==> config.mk <==
export PLATFORM = sky130hd
export DESIGN_NAME = apb_gpio_irq
export DESIGN_NICKNAME = d
export VERILOG_FILES = /design/src/rtl/apb_gpio_irq.sv
export SDC_FILE = /design/constraint.sdc
export NUM_CORES = 1
export LEC_CHECK = 0
export CORE_ASPECT_RATIO = 1.75
export CORE_UTILIZATION = 51
export CTS_BUF_LIST = sky130_fd_sc_hd__clkbuf_4 sky130_fd_sc_hd__clkbuf_8 sky130_fd_sc_hd__clkbuf_16
export DETAILED_ROUTE_END_ITERATION = 7
export PLACE_DENSITY_LB_ADDON = 0.25
export SYNTH_ARGS = -nofsm -noshare
export SYNTH_HDL_FRONTEND = slang
export SYNTH_SLANG_ARGS = --single-unit
==> constraint.sdc <==
create_clock -name PCLK -period 2.35 [get_ports PCLK]
set_input_delay 0.3525 -clock PCLK [delete_from_list [all_inputs] [get_ports PCLK]]
set_output_delay 0.3525 -clock PCLK [all_outputs]
set_load 0.1 [all_outputs]
==> src/rtl/apb_gpio_irq.sv <==
// APB3 GPIO with per-pin direction, synchronised inputs and per-pin edge interrupts.
// Define GPIO_BSRR_EN to add write-only atomic set (BSR, offset 6) and clear (BRR, offset 7) of ODR.
module apb_gpio_irq #(
  parameter int WIDTH       = 8,
  parameter int SYNC_STAGES = 2
) (
  input  logic              PCLK,
  input  logic              PRESETn,
  input  logic [4:0]        PADDR,
  input  logic [31:0]       PWDATA,
  input  logic              PWRITE,
  input  logic              PENABLE,
  input  logic              PSEL,
  output logic [31:0]       PRDATA,
  output logic              PREADY,
  input  logic [WIDTH-1:0]  inPort,
  output logic [WIDTH-1:0]  outPort,
  output logic [WIDTH-1:0]  outEn,
  output logic              irq
);

  localparam logic [2:0] ADDR_MODER = 3'd0;
  localparam logic [2:0] ADDR_IDR   = 3'd1;
  localparam logic [2:0] ADDR_ODR   = 3'd2;
  localparam logic [2:0] ADDR_IER   = 3'd3;
  localparam logic [2:0] ADDR_EDGE  = 3'd4;
  localparam logic [2:0] ADDR_ISR   = 3'd5;
`ifdef GPIO_BSRR_EN
  localparam logic [2:0] ADDR_BSR   = 3'd6;
  localparam logic [2:0] ADDR_BRR   = 3'd7;
`endif
  localparam logic [2:0] SETTLE     = 3'(SYNC_STAGES + 1);

  logic [WIDTH-1:0] moder, odr, odr_next, ier, edge_sel, isr;
  logic [WIDTH-1:0] sync_ff [SYNC_STAGES];
  logic [WIDTH-1:0] sync, prev, rise, fall, det, clr, idr;
  logic [2:0]       settle_cnt;
  logic             armed, access, wr_en, rd_en;
  logic [2:0]       addr;
  logic [WIDTH-1:0] wdata;
  logic [31:0]      rdata;
  logic             unused_bits;

  assign addr        = PADDR[4:2];
  assign wdata       = PWDATA[WIDTH-1:0];
  assign access      = PSEL & PENABLE & ~PREADY;
  assign wr_en       = access & PWRITE;
  assign rd_en       = access & ~PWRITE;
  assign unused_bits = ^{PADDR[1:0], PWDATA};

  // One wait state: PREADY rises on the edge that commits the access and drops on the next.
  always_ff @(posedge PCLK or negedge PRESETn) begin
    if (!PRESETn) begin
      PREADY <= 1'b0;
      PRDATA <= '0;
    end else begin
      PREADY <= access;
      if (rd_en) PRDATA <= rdata;
    end
  end

  assign sync = sync_ff[SYNC_STAGES-1];

  always_ff @(posedge PCLK or negedge PRESETn) begin
    if (!PRESETn) begin
      for (int i = 0; i < SYNC_STAGES; i++) sync_ff[i] <= '0;
      prev <= '0;
    end else begin
      sync_ff[0] <= inPort;
      for (int i = 1; i < SYNC_STAGES; i++) sync_ff[i] <= sync_ff[i-1];
      prev <= sync;
    end
  end

  // Hold off detection until the synchroniser and history flops contain real pin values.
  always_ff @(posedge PCLK or negedge PRESETn) begin
    if (!PRESETn) settle_cnt <= '0;
    else if (settle_cnt != SETTLE) settle_cnt <= settle_cnt + 3'd1;
  end

  assign armed = (settle_cnt == SETTLE);

  always_comb begin
    rise = sync & ~prev;
    fall = ~sync & prev;
    det  = '0;
    if (armed) det = ~moder & ((~edge_sel & rise) | (edge_sel & fall));
    clr  = '0;
    if (wr_en && addr == ADDR_ISR) clr = wdata;
  end

`ifdef GPIO_BSRR_EN
  always_comb begin
    odr_next = odr;
    if (wr_en) begin
      case (addr)
        ADDR_ODR: odr_next = wdata;
        ADDR_BSR: odr_next = odr | wdata;
        ADDR_BRR: odr_next = odr & ~wdata;
        default:  odr_next = odr;
      endcase
    end
  end
`else
  always_comb begin
    odr_next = odr;
    if (wr_en && addr == ADDR_ODR) odr_next = wdata;
  end
`endif

  always_ff @(posedge PCLK or negedge PRESETn) begin
    if (!PRESETn) begin
      moder    <= '0;
      odr      <= '0;
      ier      <= '0;
      edge_sel <= '0;
      isr      <= '0;
    end else begin
      odr <= odr_next;
      if (wr_en && addr == ADDR_MODER) moder    <= wdata;
      if (wr_en && addr == ADDR_IER)   ier      <= wdata;
      if (wr_en && addr == ADDR_EDGE)  edge_sel <= wdata;
      // A fresh edge on the clearing cycle must not be lost, so set beats clear.
      isr <= (isr & ~clr) | det;
    end
  end

  assign idr = (sync & ~moder) | (odr & moder);

  always_comb begin
    rdata = '0;
    case (addr)
      ADDR_MODER: rdata[WIDTH-1:0] = moder;
      ADDR_IDR:   rdata[WIDTH-1:0] = idr;
      ADDR_ODR:   rdata[WIDTH-1:0] = odr;
      ADDR_IER:   rdata[WIDTH-1:0] = ier;
      ADDR_EDGE:  rdata[WIDTH-1:0] = edge_sel;
      ADDR_ISR:   rdata[WIDTH-1:0] = isr;
      default:    rdata = '0;
    endcase
  end

  assign outEn   = moder;
  assign outPort = odr & moder;
  assign irq     = |(isr & ier);

endmodule

==> results of run 1 <==
==> state kept, by name (all words and copies together) (netlist names) <==
| signal | cells |
|---|---|
| PRDATA | 8 |
| edge_sel | 8 |
| ier | 8 |
| isr | 8 |
| odr | 8 |
| outEn | 8 |
| prev | 8 |
| sync | 8 |
| sync_ff | 8 |
| settle_cnt | 3 |
| PREADY | 1 |
==> power breakdown <==
part | total (W) | internal, W | switching [W]
combinational | 0.00123 | 0.000317 | 0.000915
clock | 0.00153 | 0.00103 | 0.000499
sequential | 0.00161 | 0.00147 | 0.000138
==> kinds of logic after synthesis <==
kind of cell | synth area share
flip-flops | 0.542
AND/OR/NAND/NOR | 0.108
AO/OA/AOI/OAI | 0.120
buffers and inverters | 0.0848
multiplexers | 0.135
adder cells (fa/ha/maj) | 0.00712
other | 0.00107
XOR/XNOR | 0.00249
==> per-layer routing <==
| metal | share of wire | up-vias | wire (microns) |
|---|---|---|---|
| met2 | 0.53 | 93 | 4010 |
| met5 | 0 | - | 0 |
| met1 | 0.40 | 1238 | 3080 |
| met3 | 0.043 | 20 | 328 |
| li1 | - | 1163 | - |
| met4 | 0.028 | 0 | 216 |
==> metrics by stage <==
stage	hold slack, ns	cells	area (sq um)	total power [W]
after floorplan	0.0569	324	3600	0.00259
after global placement	0.332	440	4080	0.00284
after detailed placement	0.336	440	4080	0.00286
after CTS	0.0497	456	4420	0.00440
after global routing	0.0441	456	4420	0.00453
final	0.0285	456	4420	0.00437
==> cell usage in the layout, fill, tap and decap left out, types with 3 or more instances in the layout <==
master | netlist | layout
conb_1 | 1 | 24
a32o_1 | 8 | 8
dfrtp_1 | 76 | 76
buf_12 | 0 | 3
inv_1 | 10 | 10
mux2i_1 | 8 | 8
nor2_1 | 13 | 13
clkdlybuf4s50_1 | 0 | 22
a31oi_1 | 3 | 3
clkbuf_16 | 0 | 9
and2_1 | 7 | 7
mux2_2 | 33 | 33
nor2b_1 | 3 | 3
o22a_1 | 3 | 3
clkbuf_8 | 0 | 3
o21ai_0 | 13 | 13
a22oi_1 | 6 | 6
buf_4 | 28 | 47
nand2_1 | 21 | 21
nand3b_1 | 5 | 5
nand3_1 | 5 | 5
nand2b_1 | 5 | 5
a21oi_1 | 10 | 10
==> layout make-up <==
cell class	count	area (sq um)	area share
Clock inverter	3	67.6	0.0153
Inverter	11	41.3	0.00934
Multi-Input combinational cell	199	1400	0.317
Tap cell	82	103	0.0232
Timing Repair Buffer	72	633	0.143
Sequential cell	76	1900	0.430
Clock buffer	13	274	0.0620
==> path summary, 6_finish.rpt <==
| kind | cells past startpoint | slack (ns) | start | endpoint |
|---|---|---|---|---|
| worst max-delay path | 5 | 0.46 | PADDR[4] | edge_sel[7] |
| worst min-delay path | 2 | 0.03 | PRESETn | sync_ff[9] |
| worst max register to register | 5 | 0.61 | PREADY | ier[1] |
| worst min register to register | 0 | 0.35 | sync_ff[11] | sync[3] |
| max in group asynchronous | 2 | 2.01 | PRESETn | isr[2] |
| min in group PCLK | 0 | 0.35 | sync_ff[11] | sync[3] |
==> worst reg2reg max path, stage by stage, from the launching register on <==
cell and delay [ns]:
dfrtp_1 0.37, and3b_1 0.37, nand2_2 0.11, nor3_4 0.26, buf_4 0.19, mux2_2 0.33
==> flow_metrics.py, run 1 <==
metrics = {
    "clocking": {
        "path_clk_slew_ns": 0.06,
        "clock-sinks": 76,
        "htreeDepth": 3,
        "post-cts-setup-buffers": 0,
        "cts_buffers": 9,
        "cts_tree": "done",
        "cts_root_buffer": "clkbuf_16",
        "cts_buffer_depth": 2,
        "cts_resized": 0,
        "clk_latency_ns": 0.33,
        "ctsHoldBuffers": 0,
    },
    "synthesis": {
        "synth_edf_count": 0,
        "avgSynthCellArea_sq_um": 11.7,
        "synth_most_common_cell": "dfrtp_1",
        "syn_inst": 301,
        "synthesis.area_sq_um": 3510,
        "synth_commonest_cells": "dfrtp_1 (76), mux2_2 (33), buf_4 (28)",
        "synth_top_area_share": 0.542,
        "synth-main-ff-cell": "dfrtp_1",
        "synth.distinct_cells": 47,
        "yosys_warnings": 0,
        "ys_ff_latch": 76,
        "yosysTopAreaCell": "dfrtp_1",
        "synthTopCellsByArea": "dfrtp_1 (54%), mux2_2 (11%), buf_4 (6.0%), a32o_1 (2.3%), mux2i_1 (2.3%)",
        "synthArstFlopShare": 1.00,
        "seq_area_frac_synth": 0.542,
    },
    "setup_path": {
        "critPathRequiredTime_ns": 2.56,
        "worstPathMaxFanout": 12,
        "critPathTopFamily": "buffers and inverters",
        "crit_buf_inv": 2,
        "critPathSlowestCell": "clkdlybuf4s50_1",
        "worstSetupEndpointType": "flop",
        "critPathMaxStageDelay_ns": 0.72,
        "path_cells": "clkdlybuf4s50_1, nor3b_1, and3_1, buf_4, mux2_2",
        "arrival_ns": 2.10,
        "start_kind": "input pin",
        "path_class": "in -> reg",
    },
    "global_route": {
        "grtUsageMet1": 0.281,
        "gr-usage-met3": 0.0543,
        "top_usage_layer": "met2",
        "antenna_found_initial": 0,
        "grt_usage": 0.233,
        "grt_pass1_wl_microns": 12500,
        "grt.overflow.total": 0,
        "grt_util_met2": 0.381,
        "first_global_vias": 2542,
        "grt_max_degree": 77,
    },
    "final_layout": {
        "num_antenna_cells": 0,
        "nets": 421,
        "final_core_util": 0.671,
        "fillers": 514,
        "layout-drive-gt1-share": 0.278,
        "areaGrowthSynthToFinish_pct": 25.8,
    },
    "sta": {
        "rsz0062_at_grt": "no",
        "setup_tns_ns": 0,
        "slew_violations": 0,
        "hold_viol_final": 0,
        "setup_violations": 0,
        "worst_pin_slew_ns": 0.597,
        "layout_setup_ws_ns": 0.463,
        "skew_ns": 0.00830,
        "fin_crit_ns": 1.89,
        "clock.fmax_mhz": 530,
        "max_slew_margin": 0.602,
        "fin_crit_sh": 0.803,
    },
    "power_and_ir_drop": {
        "ir_worst_vdd_mv": 0.615,
        "power_density_nw_per_um2": 988,
        "p_leak_nw": 2.00,
    },
    "floorplan": {
        "die-width_microns": 64.7,
        "die_h_microns": 112,
        "die-area_sq_um": 7240,
        "num_rows": 39,
        "start_util": 0.533,
        "io_pins": 100,
        "core_sq_um": 6590,
    },
    "drt": {
        "drt_iter0_drc": 118,
        "wire_per_inst_microns": 16.7,
        "drt_wl_total_microns": 7630,
        "vias": 2514,
        "firstDrtPassIters": 4,
        "viasPerCell": 5.51,
        "drc_errors": 0,
        "ant_nets": 0,
    },
    "placed_design": {
        "hpwlAfterDp_microns": 5300,
        "pre_cts_ws_ns": 0.150,
        "port_buffers": 49,
        "place.gp.congestion": 0.830,
    },
    "min_path": {
        "min_path_type": "in -> async",
    },
    "run": {
        "max-cap-violations": 0,
    },
    "run_status": {
        "outcome": "finished, final reports clean",
    },
}
(Power assumes the default switching activity.)
==> inputs of run 2 (changes only) <==
--- a/config.mk
+++ b/config.mk
@@ -6,7 +6,7 @@
 export NUM_CORES = 1
 export LEC_CHECK = 0
 export CORE_ASPECT_RATIO = 1.75
-export CORE_UTILIZATION = 51
+export CORE_UTILIZATION = 48
 export CTS_BUF_LIST = sky130_fd_sc_hd__clkbuf_4 sky130_fd_sc_hd__clkbuf_8 sky130_fd_sc_hd__clkbuf_16
 export DETAILED_ROUTE_END_ITERATION = 7
 export PLACE_DENSITY_LB_ADDON = 0.25
==> constraint.sdc (replaced) <==
create_clock -name PCLK -period 2 [get_ports PCLK]
set_input_delay 0.3 -clock PCLK [delete_from_list [all_inputs] [get_ports PCLK]]
set_output_delay 0.3 -clock PCLK [all_outputs]
set_load 0.1 [all_outputs]
==> run 2 against run 1 <==
Global-route usage down 1.1 points. Highest routed layer unchanged. Die area up 6.1%. Critical path type unchanged. Clock skew down 0.0026 ns. Count of clock-buffer cells in the layout unchanged.
==> flow_metrics.py, run 2 (synthesis gave the netlist of run 1 again) <==
metrics = {
    "run_status": {
        "outcome": "finished, final reports clean",
    },
    "setup_path": {
        "r2r_slack_ns": 0.27,
        "worstSetupEndpointType": "flop",
        "crit_start": "PADDR[4]",
        "r2r-start": "PREADY",
        "path_class": "in -> reg",
        "worstPathMaxFanout": 5,
        "start_kind": "input pin",
        "arrival_ns": 1.97,
        "critPathRequiredTime_ns": 2.21,
    },
    "final_layout": {
        "nets": 434,
        "final_cell_mix": "dfrtp_1 (73), buf_4 (52), mux2_2 (33)",
        "stdcell_count": 471,
        "areaGrowthSynthToFinish_pct": 30.3,
        "num_antenna_cells": 0,
        "fillers": 556,
        "seq_area_sq_um": 1910,
        "multi_input_area_sq_um": 1410,
        "final_common_cell": "dfrtp_1",
        "layout-drive-gt1-share": 0.326,
    },
    "power_and_ir_drop": {
        "ir_worst_vdd_mv": 0.683,
        "power_density_nw_per_um2": 1080,
        "p_leak_nw": 2.07,
    },
    "global_route": {
        "grt_pass1_wl_microns": 12400,
        "grt_max_degree": 49,
        "grt_usage": 0.222,
        "first_global_vias": 2520,
        "antenna_found_initial": 0,
        "grt.overflow.total": 0,
    },
    "run": {
        "max-cap-violations": 0,
    },
    "sta": {
        "max_slew_margin": 0.609,
        "fin_crit_sh": 0.877,
        "worst_pin_slew_ns": 0.587,
        "skew_ns": 0.00574,
        "clock.fmax_mhz": 570,
        "rsz0062_at_grt": "no",
        "fin_crit_ns": 1.75,
        "layout_setup_ws_ns": 0.246,
        "holdWs_ns": 0.347,
        "setup_tns_ns": 0,
        "hold_viol_final": 0,
        "slew_violations": 0,
        "setup_violations": 0,
    },
    "drt": {
        "wire_per_inst_microns": 16.2,
        "ant_nets": 0,
        "vias": 2556,
        "drt_iter0_drc": 117,
        "drt_wl_total_microns": 7640,
        "viasPerCell": 5.43,
        "drc_errors": 0,
        "firstDrtPassIters": 4,
    },
    "placed_design": {
        "port_buffers": 49,
        "hpwlAfterDp_microns": 5700,
        "pre_cts_ws_ns": -0.0662,
        "dpl.cell_count": 454,
        "place.gp.congestion": 0.859,
    },
    "floorplan": {
        "num_rows": 40,
        "start_util": 0.505,
        "io_pins": 100,
        "die-area_sq_um": 7680,
        "core_sq_um": 6960,
        "die-width_microns": 66.7,
        "die_h_microns": 115,
    },
    "clocking": {
        "htreeDepth": 3,
        "clk_latency_ns": 0.33,
        "clock-sinks": 76,
        "path_clk_slew_ns": 0.06,
        "cts_resized": 0,
        "cts_tree": "done",
        "cts_root_buffer": "clkbuf_16",
        "cts_buffers": 9,
        "ctsHoldBuffers": 1,
        "cts_buffer_depth": 2,
        "post-cts-setup-buffers": 0,
    },
    "min_path": {
        "min_from": "sync_ff[11]",
        "min_path_type": "reg -> reg",
    },
}
==> run 2: area by class of cell <==
class	count	share of cell area
clock buffer	13	0.0599
tap	84	0.0230
clock inverter	3	0.00437
sequential	76	0.416
timing repair buffer	85	0.179
inverter	11	0.00902
multi-input combinational	199	0.308
==> run 2: routing by layer <==
metal | up-vias | wire length, microns | track usage
li1 | 1190 | - | -
met1 | 1267 | 3130 | 0.269
met2 | 85 | 4030 | 0.370
met3 | 14 | 287 | 0.0427
met4 | 0 | 200 | 0.109
met5 | - | 0 | 0
==> run 2: power by group <==
part	leakage, nW	internal [W]	total, W	switching, W
Sequential	0.898	0.00173	0.00189	0.000164
Combinational	1.03	0.000434	0.00152	0.00109
Clock	0.141	0.000952	0.00154	0.000584
==> run 2: final timing paths <==
path / to / cells past startpoint
min: sync[3] / 0
min in group asynchronous: sync[5] / 2
max reg2reg: PRDATA[5] / 5
min reg2reg: sync[3] / 0
max: edge_sel[0] / 5
max in group asynchronous: outEn[6] / 3
==> run 2: metrics by stage <==
stage | total power [W] | utilization | instance area (sq um)
2_1_floorplan | 0.00305 | - | 3610
3_3_place_gp | 0.00341 | 0.614 | 4270
3_5_place_dp | 0.00344 | 0.614 | 4270
4_1_cts | 0.00497 | 0.658 | 4580
5_1_grt | 0.00511 | 0.658 | 4580
6_report | 0.00495 | 0.658 | 4580
==> run 2: worst max-delay path: stages <==
cell             delay [ns]
clkdlybuf4s50_1        0.59
nor3b_1                0.26
and3_1                 0.30
buf_4                  0.18
mux2_2                 0.34
